`src/rtl/sal_ddr_pkg.sv`:
```
// Shared types and default timing for the DDR2 bank controllers.
// Define SAL_DDR_PARAMS to take row/column widths from DRAM_RA_WIDTH / DRAM_CA_WIDTH.
`ifdef SAL_DDR_PARAMS
`ifndef DRAM_RA_WIDTH
`define DRAM_RA_WIDTH 14
`endif
`ifndef DRAM_CA_WIDTH
`define DRAM_CA_WIDTH 10
`endif
`endif

package sal_ddr_pkg;

  typedef enum logic [1:0] {
    CMD_ACT = 2'd0,
    CMD_RD  = 2'd1,
    CMD_WR  = 2'd2,
    CMD_PRE = 2'd3
  } cmd_type_e;

  typedef enum logic [0:0] {
    BK_CLOSED = 1'b0,
    BK_OPEN   = 1'b1
  } bk_state_e;

  localparam int unsigned DDR_ID_W  = 4;
`ifdef SAL_DDR_PARAMS
  localparam int unsigned DDR_RA_W  = `DRAM_RA_WIDTH;
  localparam int unsigned DDR_CA_W  = `DRAM_CA_WIDTH;
`else
  localparam int unsigned DDR_RA_W  = 14;
  localparam int unsigned DDR_CA_W  = 10;
`endif
  localparam int unsigned DDR_LEN_W = 4;

  localparam int unsigned DEF_T_RCD = 3;
  localparam int unsigned DEF_T_RP  = 3;
  localparam int unsigned DEF_T_RAS = 8;
  localparam int unsigned DEF_T_RTP = 2;
  localparam int unsigned DEF_T_WTP = 6;

  // Counter width wide enough for the largest timing value plus one bit.
  function automatic int unsigned cnt_width(input int unsigned t_rcd, input int unsigned t_rp,
                                            input int unsigned t_ras, input int unsigned t_rtp,
                                            input int unsigned t_wtp);
    int unsigned m;
    m = t_rcd;
    if (t_rp  > m) m = t_rp;
    if (t_ras > m) m = t_ras;
    if (t_rtp > m) m = t_rtp;
    if (t_wtp > m) m = t_wtp;
    return $clog2(m) + 1;
  endfunction

endpackage

```
`src/rtl/sal_timing_cnt.sv`:
```
// Loadable down-counter that saturates at zero; zero_next_c shows whether the
// count will read zero in the following cycle.
module sal_timing_cnt #(
  parameter int unsigned W = 4
) (
  input  logic         clk,
  input  logic         rst,
  input  logic         load,
  input  logic [W-1:0] load_val,
  output logic         is_zero,
  output logic         zero_next_c
);

  logic [W-1:0] cnt;
  logic [W-1:0] cnt_n;

  always_comb begin
    cnt_n = cnt;
    if (load) begin
      cnt_n = load_val;
    end else if (cnt != '0) begin
      cnt_n = cnt - W'(1);
    end
  end

  assign zero_next_c = (cnt_n == '0);

  always_ff @(posedge clk) begin
    if (rst) begin
      cnt     <= '0;
      is_zero <= 1'b1;
    end else begin
      cnt     <= cnt_n;
      is_zero <= zero_next_c;
    end
  end

endmodule

```
`src/rtl/sal_bk_ctrl.sv`:
```
// Per-bank DDR2 controller: single-entry request buffer, open-row tracking, ACT/RD/WR/PRE issue.
// Define SAL_BK_CLOSED_PAGE_EN for closed-page policy (precharge an idle open row).
module sal_bk_ctrl
  import sal_ddr_pkg::*;
#(
  parameter int unsigned ID_W  = DDR_ID_W,
  parameter int unsigned RA_W  = DDR_RA_W,
  parameter int unsigned CA_W  = DDR_CA_W,
  parameter int unsigned LEN_W = DDR_LEN_W,
  parameter int unsigned T_RCD = DEF_T_RCD,
  parameter int unsigned T_RP  = DEF_T_RP,
  parameter int unsigned T_RAS = DEF_T_RAS,
  parameter int unsigned T_RTP = DEF_T_RTP,
  parameter int unsigned T_WTP = DEF_T_WTP
) (
  input  logic             clk,
  input  logic             rst,
  input  logic             req_valid,
  output logic             req_ready,
  input  logic [ID_W-1:0]  req_id,
  input  logic [RA_W-1:0]  req_ra,
  input  logic [CA_W-1:0]  req_ca,
  input  logic [LEN_W-1:0] req_len,
  input  logic             req_wr,
  output logic             cmd_valid,
  input  logic             cmd_ready,
  output logic [1:0]       cmd_type,
  output logic [RA_W-1:0]  cmd_ra,
  output logic [CA_W-1:0]  cmd_ca,
  output logic [ID_W-1:0]  cmd_id,
  output logic [LEN_W-1:0] cmd_len
);

  localparam int unsigned CNT_W     = cnt_width(T_RCD, T_RP, T_RAS, T_RTP, T_WTP);
  localparam logic [0:0]  ST_CLOSED = BK_CLOSED;
  localparam logic [0:0]  ST_OPEN   = BK_OPEN;

  logic [0:0]       state_q, state_n;
  logic [RA_W-1:0]  open_row_q, open_row_n;
  logic             buf_valid_q, buf_valid_n;
  logic [RA_W-1:0]  buf_ra_q, buf_ra_n;
  logic [CA_W-1:0]  buf_ca_q, buf_ca_n;
  logic [ID_W-1:0]  buf_id_q, buf_id_n;
  logic [LEN_W-1:0] buf_len_q, buf_len_n;
  logic             buf_wr_q, buf_wr_n;

  logic             cmd_valid_n;
  logic [1:0]       cmd_type_n;
  logic [RA_W-1:0]  cmd_ra_n;
  logic [CA_W-1:0]  cmd_ca_n;
  logic [ID_W-1:0]  cmd_id_n;
  logic [LEN_W-1:0] cmd_len_n;

  logic cmd_hs, req_hs, act_hs, rw_hs, pre_hs;
  logic rcd_zero, rp_zero, ras_zero, pre_zero;
  logic rcd_zero_n, rp_zero_n, ras_zero_n, pre_zero_n;
  logic [CNT_W-1:0] pre_load_val;
  logic unused_cnt_flags;

  assign cmd_hs = cmd_valid && cmd_ready;
  assign req_hs = req_valid && req_ready;
  assign act_hs = cmd_hs && (cmd_type == CMD_ACT);
  assign rw_hs  = cmd_hs && ((cmd_type == CMD_RD) || (cmd_type == CMD_WR));
  assign pre_hs = cmd_hs && (cmd_type == CMD_PRE);
  assign pre_load_val = (cmd_type == CMD_WR) ? CNT_W'(T_WTP - 1) : CNT_W'(T_RTP - 1);

  // Scheduling looks ahead at the next-cycle counter values; the current flags are not needed.
  assign unused_cnt_flags = ^{rcd_zero, rp_zero, ras_zero, pre_zero};

  sal_timing_cnt #(.W(CNT_W)) u_cnt_rcd (
    .clk(clk), .rst(rst), .load(act_hs), .load_val(CNT_W'(T_RCD - 1)),
    .is_zero(rcd_zero), .zero_next_c(rcd_zero_n)
  );

  sal_timing_cnt #(.W(CNT_W)) u_cnt_ras (
    .clk(clk), .rst(rst), .load(act_hs), .load_val(CNT_W'(T_RAS - 1)),
    .is_zero(ras_zero), .zero_next_c(ras_zero_n)
  );

  sal_timing_cnt #(.W(CNT_W)) u_cnt_rp (
    .clk(clk), .rst(rst), .load(pre_hs), .load_val(CNT_W'(T_RP - 1)),
    .is_zero(rp_zero), .zero_next_c(rp_zero_n)
  );

  sal_timing_cnt #(.W(CNT_W)) u_cnt_pre (
    .clk(clk), .rst(rst), .load(rw_hs), .load_val(pre_load_val),
    .is_zero(pre_zero), .zero_next_c(pre_zero_n)
  );

  // Next bank/buffer state, then the command to present next cycle from that state.
  always_comb begin
    state_n     = state_q;
    open_row_n  = open_row_q;
    buf_valid_n = buf_valid_q;
    buf_ra_n    = buf_ra_q;
    buf_ca_n    = buf_ca_q;
    buf_id_n    = buf_id_q;
    buf_len_n   = buf_len_q;
    buf_wr_n    = buf_wr_q;
    cmd_valid_n = 1'b0;
    cmd_type_n  = CMD_ACT;
    cmd_ra_n    = '0;
    cmd_ca_n    = '0;
    cmd_id_n    = '0;
    cmd_len_n   = '0;

    if (act_hs) begin
      state_n    = ST_OPEN;
      open_row_n = buf_ra_q;
    end
    if (pre_hs) begin
      state_n = ST_CLOSED;
    end
    if (rw_hs) begin
      buf_valid_n = 1'b0;
    end
    if (req_hs) begin
      buf_valid_n = 1'b1;
      buf_ra_n    = req_ra;
      buf_ca_n    = req_ca;
      buf_id_n    = req_id;
      buf_len_n   = req_len;
      buf_wr_n    = req_wr;
    end

    if (cmd_valid && !cmd_ready) begin
      cmd_valid_n = 1'b1;
      cmd_type_n  = cmd_type;
      cmd_ra_n    = cmd_ra;
      cmd_ca_n    = cmd_ca;
      cmd_id_n    = cmd_id;
      cmd_len_n   = cmd_len;
    end else if (buf_valid_n) begin
      if (state_n == ST_CLOSED) begin
        if (rp_zero_n) begin
          cmd_valid_n = 1'b1;
          cmd_type_n  = CMD_ACT;
          cmd_ra_n    = buf_ra_n;
        end
      end else if (buf_ra_n == open_row_n) begin
        if (rcd_zero_n) begin
          cmd_valid_n = 1'b1;
          cmd_type_n  = buf_wr_n ? CMD_WR : CMD_RD;
          cmd_ca_n    = buf_ca_n;
          cmd_id_n    = buf_id_n;
          cmd_len_n   = buf_len_n;
        end
      end else if (ras_zero_n && pre_zero_n) begin
        cmd_valid_n = 1'b1;
        cmd_type_n  = CMD_PRE;
      end
    end
`ifdef SAL_BK_CLOSED_PAGE_EN
    else if ((state_n == ST_OPEN) && ras_zero_n && pre_zero_n) begin
      cmd_valid_n = 1'b1;
      cmd_type_n  = CMD_PRE;
    end
`endif
  end

  always_ff @(posedge clk) begin
    if (rst) begin
      state_q     <= ST_CLOSED;
      open_row_q  <= '0;
      buf_valid_q <= 1'b0;
      buf_ra_q    <= '0;
      buf_ca_q    <= '0;
      buf_id_q    <= '0;
      buf_len_q   <= '0;
      buf_wr_q    <= 1'b0;
      req_ready   <= 1'b1;
      cmd_valid   <= 1'b0;
      cmd_type    <= '0;
      cmd_ra      <= '0;
      cmd_ca      <= '0;
      cmd_id      <= '0;
      cmd_len     <= '0;
    end else begin
      state_q     <= state_n;
      open_row_q  <= open_row_n;
      buf_valid_q <= buf_valid_n;
      buf_ra_q    <= buf_ra_n;
      buf_ca_q    <= buf_ca_n;
      buf_id_q    <= buf_id_n;
      buf_len_q   <= buf_len_n;
      buf_wr_q    <= buf_wr_n;
      req_ready   <= !buf_valid_n;
      cmd_valid   <= cmd_valid_n;
      cmd_type    <= cmd_type_n;
      cmd_ra      <= cmd_ra_n;
      cmd_ca      <= cmd_ca_n;
      cmd_id      <= cmd_id_n;
      cmd_len     <= cmd_len_n;
    end
  end

endmodule

```
`config.mk`:
```
export PLATFORM = sky130hd
export DESIGN_NAME = sal_bk_ctrl
export DESIGN_NICKNAME = d
export VERILOG_FILES = /design/src/rtl/sal_ddr_pkg.sv /design/src/rtl/sal_timing_cnt.sv /design/src/rtl/sal_bk_ctrl.sv
export SDC_FILE = /design/constraint.sdc
export NUM_CORES = 1
export LEC_CHECK = 0
export CORE_MARGIN = 2
export CORE_UTILIZATION = 45
export DETAILED_ROUTE_END_ITERATION = 16
export PLACE_DENSITY = 0.72
export SYNTH_ARGS = -nofsm -noshare
export SYNTH_HDL_FRONTEND = slang
export SYNTH_SLANG_ARGS = --single-unit
```
`constraint.sdc`:
```
create_clock -name clk -period 3.1 [get_ports clk]
set_input_delay 0.775 -clock clk [delete_from_list [all_inputs] [get_ports clk]]
set_output_delay 0.775 -clock clk [all_outputs]
set_load 0.03 [all_outputs]
```
# Word-level counts from Yosys, hierarchy flattened
# Cells that the tools add are included.
word_totals:
  ff_bits: 101
  input_bits: 37
  output_inout_bits: 36
  elab_cells: 93
op_classes:
  addsub: 4
  eq_ne: 4
  n_mux: 47
  reduce_logical: 19
op_table:
  columns: ["op", "n"]
  rows:
  - ["2-to-1 mux 4 bit", 18]
  - ["2-to-1 mux 14 bit", 5]
  - ["2-to-1 mux 10 bit", 5]
  - ["logical NOT 4 bit", 4]
  - ["nonzero test 4 bit", 4]
  - ["subtractor 4 x 1 -> 4 bit (second input constant)", 4]
  - ["== test 14 bit", 1]
  - ["2-to-1 mux 1 bit", 12]
  - ["2-to-1 mux 2 bit", 6]
  - ["logical AND 1 bit", 7]
  - ["== test 2 bit (second input constant)", 2]
  - ["2-to-1 mux 3 bit", 1]
  - ["== test 2 x 1 -> 1 bit (second input constant)", 1]
  - ["logical NOT 1 bit", 2]
  - ["logical NOT 2 bit", 1]
  - ["logical OR 1 bit", 1]

# Logic depth before layout (Yosys ltp)
# Gate-level depths: netlist (run 1).
depth:
  word_depth: 11
  ltp_mapped: 13
  depth_no_buf: 9

# Hierarchy
# Synthesis (run 1) repeated with hierarchy kept, for this count alone.
hier_totals:
  hier_cells: 571
  hier_area_um2: 4959.8
modules_own_cells:
  columns: ["module", "n_inst", "cells_each", "area_per_inst_um2", "seq_area_each_um2"]
  rows:
  - ["sal_bk_ctrl", 1, 407, 3628.5, 1701.6]
  - ["sal_timing_cnt", 4, 41, 332.8, 100.1]

# Least setup slack after synthesis (run 1)
# No wires, ideal clock.
synth_path:
  kind: "flip-flop to flip-flop"
  start: "register cmd_type[0]"
  end: "register cmd_ca[0]"
  setup_ps: 60
  arrival_ps: 2907
  required_time_ps: 3040
  slack_ps: 134
  stages_incl_launch_ff: 12
  n_path_buf: 3
  synth_period_minus_slack_ps: 2966
  path_cell_list: "dfxtp_1 > inv_1 > ha_1 > and3_1 > buf_6 > buf_2 > or4_1 > a211oi_1 > and4b_1 > nor4b_4 > buf_6 > a22o_1"
synth_between:
  elab_chain_len: 8
  word_cells_on_any_way: 20
  cone_classes: "eq/ne (4); mux (10); reduce/logical (6)"
synth_lines:
  columns: ["item", "line_no", "text"]
  rows:
  - ["from (decl)", "sal_bk_ctrl.sv:27", "output logic [1:0] cmd_type,"]
  - ["from (signal assigned)", "sal_bk_ctrl.sv:189", "cmd_type <= cmd_type_n;"]
  - ["logical NOT 2 bit", "sal_bk_ctrl.sv:62", "assign act_hs = cmd_hs && (cmd_type == CMD_ACT);"]
  - ["logical AND 1 bit", "sal_bk_ctrl.sv:62", null]
  - ["2-to-1 mux 4 bit", "sal_timing_cnt.sv:19", "if (load) begin"]
  - ["logical NOT 4 bit", "sal_timing_cnt.sv:26", "assign zero_next_c = (cnt_n == '0);"]
  - ["2-to-1 mux 10 bit", "sal_bk_ctrl.sv:141", "if (rcd_zero_n) begin"]
  - ["2-to-1 mux 10 bit", "sal_bk_ctrl.sv:140", "end else if (buf_ra_n == open_row_n) begin"]
  - ["2-to-1 mux 10 bit", "sal_bk_ctrl.sv:134", "if (state_n == ST_CLOSED) begin"]
  - ["2-to-1 mux 10 bit (*)", "sal_bk_ctrl.sv:133", "end else if (buf_valid_n) begin"]
  - ["to (signal assigned)", "sal_bk_ctrl.sv:191", "cmd_ca <= cmd_ca_n;"]
  - ["to (decl)", "sal_bk_ctrl.sv:29", "output logic [CA_W-1:0] cmd_ca,"]
# Every way passes the cells marked *; elsewhere a longest branch is shown, timed or not.
# A chain may end at the register's enable or synchronous reset.

# Worst setup path after layout (run 1)
layout_path:
  start: "register cmd_type[0]"
  end: "register cmd_len[0]"
layout_between:
  elab_chain_len: 8
  word_cells_on_any_way: 20
  cone_classes: "eq/ne (4); mux (10); reduce/logical (6)"
layout_lines:
  columns: ["item", "line_no", "text"]
  rows:
  - ["logical NOT 2 bit", "sal_bk_ctrl.sv:62", null]
  - ["logical AND 1 bit", "sal_bk_ctrl.sv:62", null]
  - ["2-to-1 mux 4 bit", "sal_timing_cnt.sv:19", null]
  - ["logical NOT 4 bit", "sal_timing_cnt.sv:26", null]
  - ["2-to-1 mux 4 bit", "sal_bk_ctrl.sv:141", null]
  - ["2-to-1 mux 4 bit", "sal_bk_ctrl.sv:140", null]
  - ["2-to-1 mux 4 bit", "sal_bk_ctrl.sv:134", null]
  - ["2-to-1 mux 4 bit (*)", "sal_bk_ctrl.sv:133", null]
  - ["to (signal assigned)", "sal_bk_ctrl.sv:193", "cmd_len <= cmd_len_n;"]
  - ["to (decl)", "sal_bk_ctrl.sv:31", "output logic [LEN_W-1:0] cmd_len"]
# Marked as above.

==> metrics.cfg, run 1 <==
[drt]
via_per_inst = 5.277
drc = 0
first_pass_iters = 4
num_vias = 3810
drtAntennaViolNets = 0
wire_per_inst_um = 14.17
drt_iter0_markers = 255
drt_wl_total_mm = 10.23

[outcome]
outcome = complete, no violations

[floorplan]
die_x_um = 101.9
initial_core_util = 0.4642
die_h_um = 101.9
die_area_um2 = 10370
placementRows = 35
ios = 73
core_area_um2 = 9284

[sta]
fin_crit_sh = 0.9512
rsz0062_at_grt = false
worstMarginPinSlew_ps = 542.8
final_hold_viol_count = 0
slew_headroom = 0.6373
setup_viol_count_final = 0
fmax_mhz = 339.1
fin_setup_tns_ps = 0
fin_ws_ps = 151.2
fin_crit_ps = 2949
finClkSkew_ps = 10.93
maxSlewViolCount = 0

[worst_hold_path]
hold_path.class = reg -> reg

[power]
netSwitchingFraction = 0.3425
p_per_area_nw_per_um2 = 619.7
power_mw = 3.541
power_frac_seq = 0.437
switchingPower_mw = 1.213
p_int_mw = 2.328
max-vdd-ir-drop_v = 0.0002625
clkPwrFrac = 0.221
cellLeakagePower_nw = 2.204
p_comb_frac = 0.342

[placed_design]
hpwlAfterDp_mm = 7.177
place_worst_setup_slack_ps = -513.7
gp_congestion = 0.8880
place_inst = 694
port_buffers = 72

[grt]
grt-ovfl-total = 0
antenna_found_initial = 0
grt_max_degree = 33
grt_pass1_wl_mm = 17.17
grt_pass1_vias = 3702
grtUsageTotal = 0.2060

[worst_setup_path]
startpoint = cmd_type[0]
cp_max_fo = 19
r2r_start = cmd_type[0]
ff2ff_setup_slack_ps = 150
critPathLaunchType = flop
cp.arrival_ps = 3260
r2r-end = cmd_len[0]
rr_worst_depth = 12
crit_path_end = cmd_len[0]
end_kind = flop
critical_path_class = reg -> reg
cp.required_ps = 3410

[clock_tree]
cts.path.max_buffers = 2
clock_latency_ps = 360
htree_num_levels = 3
root_buffer = clkbuf_8
clk_pin_slew_ps = 90
cts_tree = built
cts_inserted_buffers = 9
numClockSinks = 101

[synth]
syn_nets = 527
syn_area_per_cell_um2 = 8.922
syn-cell-area_um2 = 4309
synth_cell_type_count = 45
syn_inst = 483
yosysTopAreaCell = dfxtp_1
seq_area_frac_synth = 0.4692
synthTopCellsByArea = dfxtp_1, nand2_1, mux2i_1
yosys_warnings = 0
yosys_register_bits = 101
synth_flop_cell = dfxtp_1
synth_top_area_frac = 0.4692
synth_edf_count = 0
async_flop_share = 0

[final_layout]
area_delta_synth_final_pct = 32.61
drive_gt1_frac = 0.1349
regArea_um2 = 2022
fin_cells = 722
fin_util = 0.6155
diodes = 0
n_fill_cell = 814
nets = 632
multi_input_area_um2 = 2161

[flow_run]
drv_cap = 0

-- Yosys cell counts (4+ instances only) --
cell and n:
xnor2_1 6, buf_1 6, ha_1 7, a22o_1 19, mux2i_1 21, nand2b_1 6
inv_1 19, o221ai_1 9, nor3_1 21, a21oi_1 38, a211oi_1 12, o21ai_0 17
nand3b_1 4, nor2_1 31, a221o_1 9, buf_2 4, dfxtp_1 101, nor4_1 4
xor2_1 14, clkbuf_1 15, nand2_1 75, nand3_1 6
-- final cells by class --
class | count | area share
clock inverters | 5 | 0.007445
well taps | 129 | 0.02825
repair buffers | 119 | 0.1938
flip-flops and latches | 101 | 0.3538
multi-input cells | 336 | 0.3781
clock buffers | 11 | 0.02474
inverters | 21 | 0.01379
-- cell usage in the layout (no fill, tap or decap), drive strengths merged, types with 7 or more instances in the layout --
cell,instances
dfxtp,101
nand2,75
clkdlybuf4s50,69
buf,47
a21oi,38
nor2,32
nor3,21
inv,21
mux2i,21
a22o,19
o21ai,18
xor2,14
a211oi,12
clkbuf,12
a221o,9
o221ai,9
nand3,8
ha,7
-- power groups by stage --
stage          clock [mW]  sequential [mW]  combinational, mW
6_report            0.783             1.55               1.21
3_5_place_dp            0             1.57               1.16
4_1_cts             0.799             1.54               1.20
3_3_place_gp            0             1.56               1.12
5_1_grt             0.855             1.57               1.36
2_1_floorplan           0             1.60              0.760
-- worst min-delay path by stage --
stage	to	cells after the start	startpoint	slack, ps
3_3_place_gp	cmd_ra[5]	2	cmd_ra[5]	440
3_5_place_dp	cmd_ra[10]	2	cmd_ra[10]	450
2_1_floorplan	buf_ca_q[0]	2	buf_ca_q[0]	440
5_1_grt	buf_ca_q[8]	2	buf_ca_q[8]	490
6_report	cmd_ra[1]	2	cmd_ra[1]	460
4_1_cts	buf_ca_q[2]	2	buf_ca_q[2]	470
-- state kept, by name, indices dropped and copies added, names as in the netlist, 10 cells and up --
| signal | cells |
|---|---|
| buf_ca_q | 10 |
| buf_ra_q | 14 |
| cmd_ca | 10 |
| cmd_ra | 14 |
| open_row_q | 14 |
-- critical path, stage by stage (launching register included) --
cell and delay (ps):
dfxtp_1 320, inv_1 70, ha_1 330, and3_4 330
buf_4 250, a221o_1 170, a211oi_1 60, nor4_1 390
and4b_2 340, nor4b_4 190, buf_4 180, clkbuf_16 150
a22o_1 110
-- metrics by stage --
step | hold slack [ps] | cell area, um2
global placement | 440.1 | 5359
CTS | 466.5 | 5603
finish | 462.0 | 5714
global route | 492.6 | 5714
detailed placement | 446.2 | 5359
floorplan | 439.9 | 4309
-- timing repair --
item	in CTS	in global routing
buffers inserted	4	5
pin swaps	2	1
gates cloned	1	2
hold buffers	0	0
hold endpoints to repair	0	0
endpoints found under the setup margin	18	19
gates resized for setup	6	10
-- per-layer routing --
| metal | global-route usage | vias to the layer above | part of all wire |
|---|---|---|---|
| met3 | 0.03488 | 12 | 0.048 |
| li1 | - | 1933 | - |
| met5 | 0 | - | 0 |
| met2 | 0.3330 | 73 | 0.48 |
| met1 | 0.2803 | 1792 | 0.45 |
| met4 | 0.07179 | 0 | 0.016 |
-- kinds of logic after synthesis --
| family | after synthesis | synth area share |
|---|---|---|
| and+or+nand+nor | 170 | 0.1911 |
| muxes | 21 | 0.04878 |
| xor gates and xnor gates | 20 | 0.04065 |
| adders and majority gates | 7 | 0.02032 |
| buffers and inverters | 48 | 0.04646 |
| AOI/OAI and AO/OA | 116 | 0.1835 |
| DFF | 101 | 0.4692 |
No activity file was read; power rests on OpenSTA's default activity.
==> inputs of run 2 (changes only) <==
==> constraint.sdc (replaced) <==
create_clock -name clk -period 3.1 [get_ports clk]
set_input_delay 0.31 -clock clk [delete_from_list [all_inputs] [get_ports clk]]
set_output_delay 0.31 -clock clk [all_outputs]
set_load 0.03 [all_outputs]
==> run 2 against run 1 <==
  * Sequential share of layout area is 1.5 points higher
  * Sequential power hardly changed
  * Largest cell class unchanged
  * Cell area is 4.2% lower
  * Largest power group unchanged
  * Global-route usage is 0.072 points higher
  * Critical path type unchanged
  * Routed wire length is 0.30% higher
==> metrics.cfg, run 2 (synthesized netlist as in run 1, its figures left out) <==
[sta]
rsz0062_at_grt = false  ; unchanged
maxSlewViolCount = 0  ; unchanged
finClkSkew_ps = 12.71  ; was 10.93 ps
fmax_mhz = 348.1  ; was 339.1 MHz
fin_hold_ws_ps = 457.9  ; was 462.0 ps
fin_crit_ps = 2873  ; was 2949 ps
worstMarginPinSlew_ps = 747.9  ; was 542.8 ps
fin_crit_sh = 0.9267  ; was 0.9512
setup_viol_count_final = 0  ; unchanged
final_hold_viol_count = 0  ; unchanged
fin_setup_tns_ps = 0  ; unchanged
slew_headroom = 0.5014  ; was 0.6373

[placed_design]
gp_congestion = 0.8023  ; was 0.8880
post_dp_cell_area_um2 = 5281  ; was 5359 um2
hpwlAfterDp_mm = 7.359  ; was 7.177 mm
port_buffers = 72  ; unchanged

[power]
p_int_mw = 2.304  ; was 2.328 mW
switchingPower_mw = 1.212  ; was 1.213 mW
p_comb_frac = 0.330  ; was 0.342
max-vdd-ir-drop_v = 0.0003161  ; was 0.0002625 V
clkPwrFrac = 0.234  ; was 0.221
p_per_area_nw_per_um2 = 642.0  ; was 619.7 nW/um2
power_frac_seq = 0.436  ; was 0.437
netSwitchingFraction = 0.3446  ; was 0.3425
cellLeakagePower_nw = 2.090  ; was 2.204 nW

[worst_setup_path]
end_kind = flop  ; unchanged
critPathLaunchType = flop  ; unchanged
worstSetupPathDepth = 11  ; was 12
cp.required_ps = 3420  ; was 3410 ps
r2r_start = cmd_type[0]  ; unchanged
cp_top_family = simple AND/OR/NAND/NOR gates  ; unchanged
cp_max_fo = 18  ; was 19
worstPathCellList = inv_1, ha_1, and3_2, buf_4, nor3_1, a211oi_1, or4_1, and4b_1, nor4b_4, buf_12, a22o_1  ; was inv_1, ha_1, and3_4, buf_4, a221o_1, a211oi_1, nor4_1, and4b_2, nor4b_4, buf_4, clkbuf_16, a22o_1
rr_worst_depth = 11  ; was 12
cp.buffers_inverters = 3  ; was 4
critical_path_class = reg -> reg  ; unchanged
r2r-end = cmd_ca[4]  ; was cmd_len[0]
startpoint = cmd_type[0]  ; unchanged
ff2ff_setup_slack_ps = 230  ; was 150 ps
crit_path_end = cmd_ca[4]  ; was cmd_len[0]
slowest_delay_ps = 560  ; was 390 ps
cp.arrival_ps = 3190  ; was 3260 ps
crit_path_top_delay_cell = or4_1  ; was nor4_1

[final_layout]
diodes = 0  ; unchanged
stdcell_area_um2 = 5477  ; was 5714 um2
area_delta_synth_final_pct = 27.09  ; was 32.61%
nets = 608  ; was 632
drive_gt1_frac = 0.08612  ; was 0.1349
layout_commonest_cell = dfxtp_1  ; unchanged
reg_top3 = buf_ra_q (14), cmd_ra (14), open_row_q (14)  ; unchanged
multi_input_area_um2 = 2092  ; was 2161 um2
n_fill_cell = 843  ; was 814
final_cell_mix = dfxtp_1, nand2_1, clkdlybuf4s50_1, a21oi_1, nor2_1  ; was dfxtp_1, nand2_1, clkdlybuf4s50_1, buf_4, a21oi_1
regArea_um2 = 2022  ; unchanged

[clock_tree]
cts_inserted_buffers = 9  ; unchanged
cts_hold_buf = 0  ; unchanged
root_buffer = clkbuf_8  ; unchanged
cts_tree = built  ; unchanged
numClockSinks = 101  ; unchanged
clk_pin_slew_ps = 90  ; about the same
htree_num_levels = 3  ; unchanged
cts.path.max_buffers = 2  ; unchanged
clock_latency_ps = 370  ; was 360 ps

[floorplan]
initial_core_util = 0.4642  ; unchanged
die_area_um2 = 10370  ; unchanged
ios = 73  ; unchanged
core_area_um2 = 9284  ; unchanged
die_h_um = 101.9  ; unchanged
die_x_um = 101.9  ; unchanged
placementRows = 35  ; unchanged

[drt]
drtAntennaViolNets = 0  ; unchanged
wire_per_inst_um = 14.70  ; was 14.17 um
via_per_inst = 5.394  ; was 5.277
num_vias = 3765  ; was 3,810
drt_wl_total_mm = 10.26  ; was 10.23 mm
drc = 0  ; unchanged
drt_iter0_markers = 149  ; was 255
first_pass_iters = 4  ; unchanged

[grt]
antenna_found_initial = 0  ; unchanged
grtUsageTotal = 0.2067  ; was 0.2060
grt-ovfl-total = 0  ; unchanged
grt_pass1_vias = 3634  ; was 3,702
grt_pass1_wl_mm = 17.06  ; was 17.17 mm
grt_max_degree = 37  ; was 33

[outcome]
outcome = complete, no violations  ; unchanged

[worst_hold_path]
hold_path.class = reg -> reg  ; unchanged

[flow_run]
drv_cap = 0  ; unchanged

run 2: area by class of cell:
| class | count | area share |
|---|---|---|
| Clock buffer | 11 | 0.02764 |
| Clock inverter | 5 | 0.007768 |
| Inverter | 21 | 0.01439 |
| Multi-Input combinational cell | 334 | 0.3820 |
| Sequential cell | 101 | 0.3692 |
| Tap cell | 129 | 0.02947 |
| Timing Repair Buffer | 97 | 0.1695 |
run 2: power by group through the flow:
stage / Clock (mW) / Sequential (mW) / Combinational (mW)
final: 0.822 / 1.53 / 1.16
after global routing: 0.890 / 1.55 / 1.29
after CTS: 0.835 / 1.53 / 1.16
after detailed placement: 0 / 1.56 / 1.15
after global placement: 0 / 1.55 / 1.11
after floorplan: 0 / 1.60 / 0.760
run 2: timing repair:
| item | 4_1_cts | 5_1_grt |
|---|---|---|
| resized for setup | 0 | 1 |
| buffers inserted | 0 | 0 |
| endpoints found under the setup margin | 0 | 18 |
run 2: metal layers:
metal | global-route usage | up-vias | wire [um]
li1 | - | 1873 | -
met2 | 0.3426 | 54 | 4952
met3 | 0.03762 | 10 | 226
met1 | 0.2700 | 1828 | 4927
met5 | 0 | - | 0
met4 | 0.07795 | 0 | 157
run 2: worst min path at each step:
stage / startpoint / to / slack, ps / cells after the start
6_report: cmd_ra[3] / cmd_ra[3] / 460 / 2
5_1_grt: buf_ca_q[4] / buf_ca_q[4] / 500 / 2
4_1_cts: cmd_ra[5] / cmd_ra[5] / 470 / 2
3_5_place_dp: cmd_ra[5] / cmd_ra[5] / 440 / 2
3_3_place_gp: cmd_ra[5] / cmd_ra[5] / 440 / 2
2_1_floorplan: rst / buf_valid_q / 420 / 1
run 2: stage by stage:
step	utilization	std cells	total power [mW]	worst slack, ps
6_report	0.5899	698	3.516	227.3
5_1_grt	0.5899	698	3.737	64.07
4_1_cts	0.5898	698	3.526	157.1
3_5_place_dp	0.5689	682	2.713	-11.78
3_3_place_gp	0.5689	682	2.666	-20.13
2_1_floorplan	-	483	2.355	133.8
run 2: tightest hold or removal path: cells and delay by family, from the launching register on:
kind	cells	cell delay [ps]
flops	1	330
compound gates	1	60
simple gates	1	40
==> inputs of run 3 (changes only) <==
--- a/config.mk
+++ b/config.mk
@@ -5,7 +5,7 @@
 export SDC_FILE = /design/constraint.sdc
 export NUM_CORES = 1
 export LEC_CHECK = 0
-export CORE_MARGIN = 2
+export CORE_MARGIN = 3
 export CORE_UTILIZATION = 45
 export DETAILED_ROUTE_END_ITERATION = 16
 export PLACE_DENSITY = 0.72
==> run 3 against run 2 <==
  * Critical path depth did not move
  * First-iteration DRC count up 7.4%
  * Sequential cell count did not move
  * Die area increased by 4.0%
  * Sequential share of layout area increased by 0.12 points
  * Clock-buffer cell count shrank 2
  * Critical path type unchanged
  * Largest power group unchanged
  * Highest routed layer unchanged
==> metrics.cfg, run 3 (synthesized netlist as in run 1, its figures left out) <==
[grt]
grt_max_degree = 37  ; unchanged
grt_pass1_vias = 3674  ; was 3,634
grt_pass1_wl_mm = 17.24  ; was 17.06 mm
antenna_found_initial = 0  ; unchanged
grt-ovfl-total = 0  ; unchanged
grtUsageTotal = 0.1919  ; was 0.2067

[floorplan]
die_x_um = 103.9  ; was 101.9 um
ios = 73  ; unchanged
placementRows = 35  ; unchanged
initial_core_util = 0.4642  ; unchanged
die_h_um = 103.9  ; was 101.9 um
die_area_um2 = 10790  ; was 10,370 um2
core_area_um2 = 9284  ; unchanged

[clock_tree]
root_buffer = clkbuf_8  ; unchanged
clock_latency_ps = 370  ; about the same
cts.path.max_buffers = 2  ; unchanged
cts_tree = built  ; unchanged
postCtsSetupBuffers = 0  ; unchanged
htree_num_levels = 3  ; unchanged
numClockSinks = 101  ; unchanged
cts_inserted_buffers = 9  ; unchanged
clk_pin_slew_ps = 100  ; was 90 ps

[placed_design]
port_buffers = 72  ; unchanged
gp_congestion = 0.8198  ; was 0.8023
post_dp_cell_area_um2 = 5266  ; was 5281 um2
place_inst = 680  ; was 682
hpwlAfterDp_mm = 7.309  ; was 7.359 mm

[final_layout]
layout_commonest_cell = dfxtp_1  ; unchanged
area_delta_synth_final_pct = 26.68  ; was 27.09%
fin_cells = 696  ; was 698
stdcell_area_um2 = 5459  ; was 5477 um2
nets = 606  ; was 608
final_cell_mix = dfxtp_1, nand2_1, clkdlybuf4s50_1, a21oi_1, nor2_1  ; unchanged
diodes = 0  ; unchanged
n_fill_cell = 850  ; was 843
drive_gt1_frac = 0.08289  ; was 0.08612
reg_top3 = buf_ra_q (14), cmd_ra (14), open_row_q (14)  ; unchanged

[drt]
drc = 0  ; unchanged
wl_met3_um = 403  ; was 226 um
via_per_inst = 5.424  ; was 5.394
first_pass_iters = 5  ; was 4
wl_met1_mm = 4.751  ; was 4.927 mm
top_layer = met4  ; unchanged
wire_per_inst_um = 14.77  ; was 14.70 um
drtAntennaViolNets = 0  ; unchanged
drt_wl_total_mm = 10.28  ; was 10.26 mm
drt_iter0_markers = 160  ; was 149
wl_met2_mm = 4.977  ; was 4.952 mm
num_vias = 3775  ; was 3,765

[power]
p_int_mw = 2.254  ; was 2.304 mW
power_mw = 3.480  ; was 3.516 mW
p_per_area_nw_per_um2 = 637.5  ; was 642.0 nW/um2
switchingPower_mw = 1.226  ; was 1.212 mW
netSwitchingFraction = 0.3523  ; was 0.3446
cellLeakagePower_nw = 2.075  ; was 2.090 nW
max-vdd-ir-drop_v = 0.0003042  ; was 0.0003161 V
p_comb_frac = 0.324  ; was 0.330
clkPwrFrac = 0.231  ; was 0.234
power_frac_seq = 0.445  ; was 0.436

[sta]
maxSlewViolCount = 0  ; unchanged
fin_crit_sh = 0.9227  ; was 0.9267
rsz0062_at_grt = false  ; unchanged
worstMarginPinSlew_ps = 927.1  ; was 747.9 ps
fin_crit_ps = 2860  ; was 2873 ps
finClkSkew_ps = 13.88  ; was 12.71 ps
setup_viol_count_final = 0  ; unchanged
slew_headroom = 0.3659  ; was 0.5014
final_hold_viol_count = 0  ; unchanged
fmax_mhz = 349.6  ; was 348.1 MHz

[worst_hold_path]
hold_end = cmd_ra[0]  ; was cmd_ra[3]
hp-start = cmd_ra[0]  ; was cmd_ra[3]
hold_path.class = reg -> reg  ; unchanged
min_delay_path_depth = 2  ; unchanged

[outcome]
outcome = complete, no violations  ; unchanged

[worst_setup_path]
cp_max_fo = 18  ; unchanged
ff2ff_setup_slack_ps = 240  ; was 230 ps
r2r-end = cmd_ca[7]  ; was cmd_ca[4]
cp.arrival_ps = 3170  ; was 3190 ps
cp.required_ps = 3410  ; was 3420 ps
rr_worst_depth = 11  ; unchanged
critPathLaunchType = flop  ; unchanged
r2r_start = cmd_type[0]  ; unchanged
end_kind = flop  ; unchanged
critical_path_class = reg -> reg  ; unchanged

[flow_run]
drv_cap = 0  ; unchanged

## run 3: per-layer routing
metal  track usage  vias to the layer above
li1              -                     1872
met1        0.2466                     1804
met2        0.3231                       86
met3       0.03042                       13
met4       0.07597                        0
met5             0                        -
## run 3: repair_timing
item	4_1_cts	5_1_grt
gates resized for setup	0	1
setup endpoints to repair	0	18
hold buffers	0	0
## run 3: power by group through the flow
stage	clock [mW]	combinational [mW]	sequential, mW
2_1_floorplan	0	0.760	1.60
4_1_cts	0.823	1.13	1.55
5_1_grt	0.875	1.27	1.57
3_5_place_dp	0	1.13	1.57
6_report	0.802	1.13	1.55
3_3_place_gp	0	1.09	1.57
## run 3: worst max-delay path by stage
stage / start / end / slack, ps / cells after the start
after floorplan: cmd_type[0] / cmd_ca[0] / 130 / 11
after global placement: req_valid / cmd_ca[8] / -9 / 10
after detailed placement: req_valid / cmd_id[2] / -70 / 10
after CTS: cmd_type[0] / cmd_ca[7] / 150 / 11
after global routing: u_cnt_rcd.cnt[0] / cmd_ca[7] / 40 / 10
final: cmd_type[0] / cmd_ca[7] / 240 / 11
## run 3: layout make-up
cell class / count / area, um2 / share of cell area
tap: 129 / 161.4 / 0.02957
clock buffer: 9 / 123.9 / 0.02269
timing repair buffer: 95 / 913.4 / 0.1673
sequential: 101 / 2022 / 0.3704
clock inverter: 7 / 67.56 / 0.01238
inverter: 21 / 78.83 / 0.01444
multi-input combinational: 334 / 2092 / 0.3832
## run 3: stage by stage
step / setup WS (ps) / utilization / hold WS, ps / TNS (ps)
after floorplan: 133.8 / - / 416.3 / 0
after global placement: -8.641 / 0.5673 / 439.9 / -131.1
after detailed placement: -72.79 / 0.5673 / 447.7 / -782.2
after CTS: 149.1 / 0.5879 / 469.1 / 0
after global routing: 38.85 / 0.5880 / 488.6 / 0
final: 239.7 / 0.5880 / 463.3 / 0
## run 3: worst max-delay path: stages (launching register included)
cell,delay (ps)
dfxtp_1,340
inv_1,60
ha_1,240
and3_2,270
buf_4,160
nor3_1,170
a211oi_1,60
or4_1,540
and4b_1,330
nor4b_4,270
buf_12,190
a22o_1,140
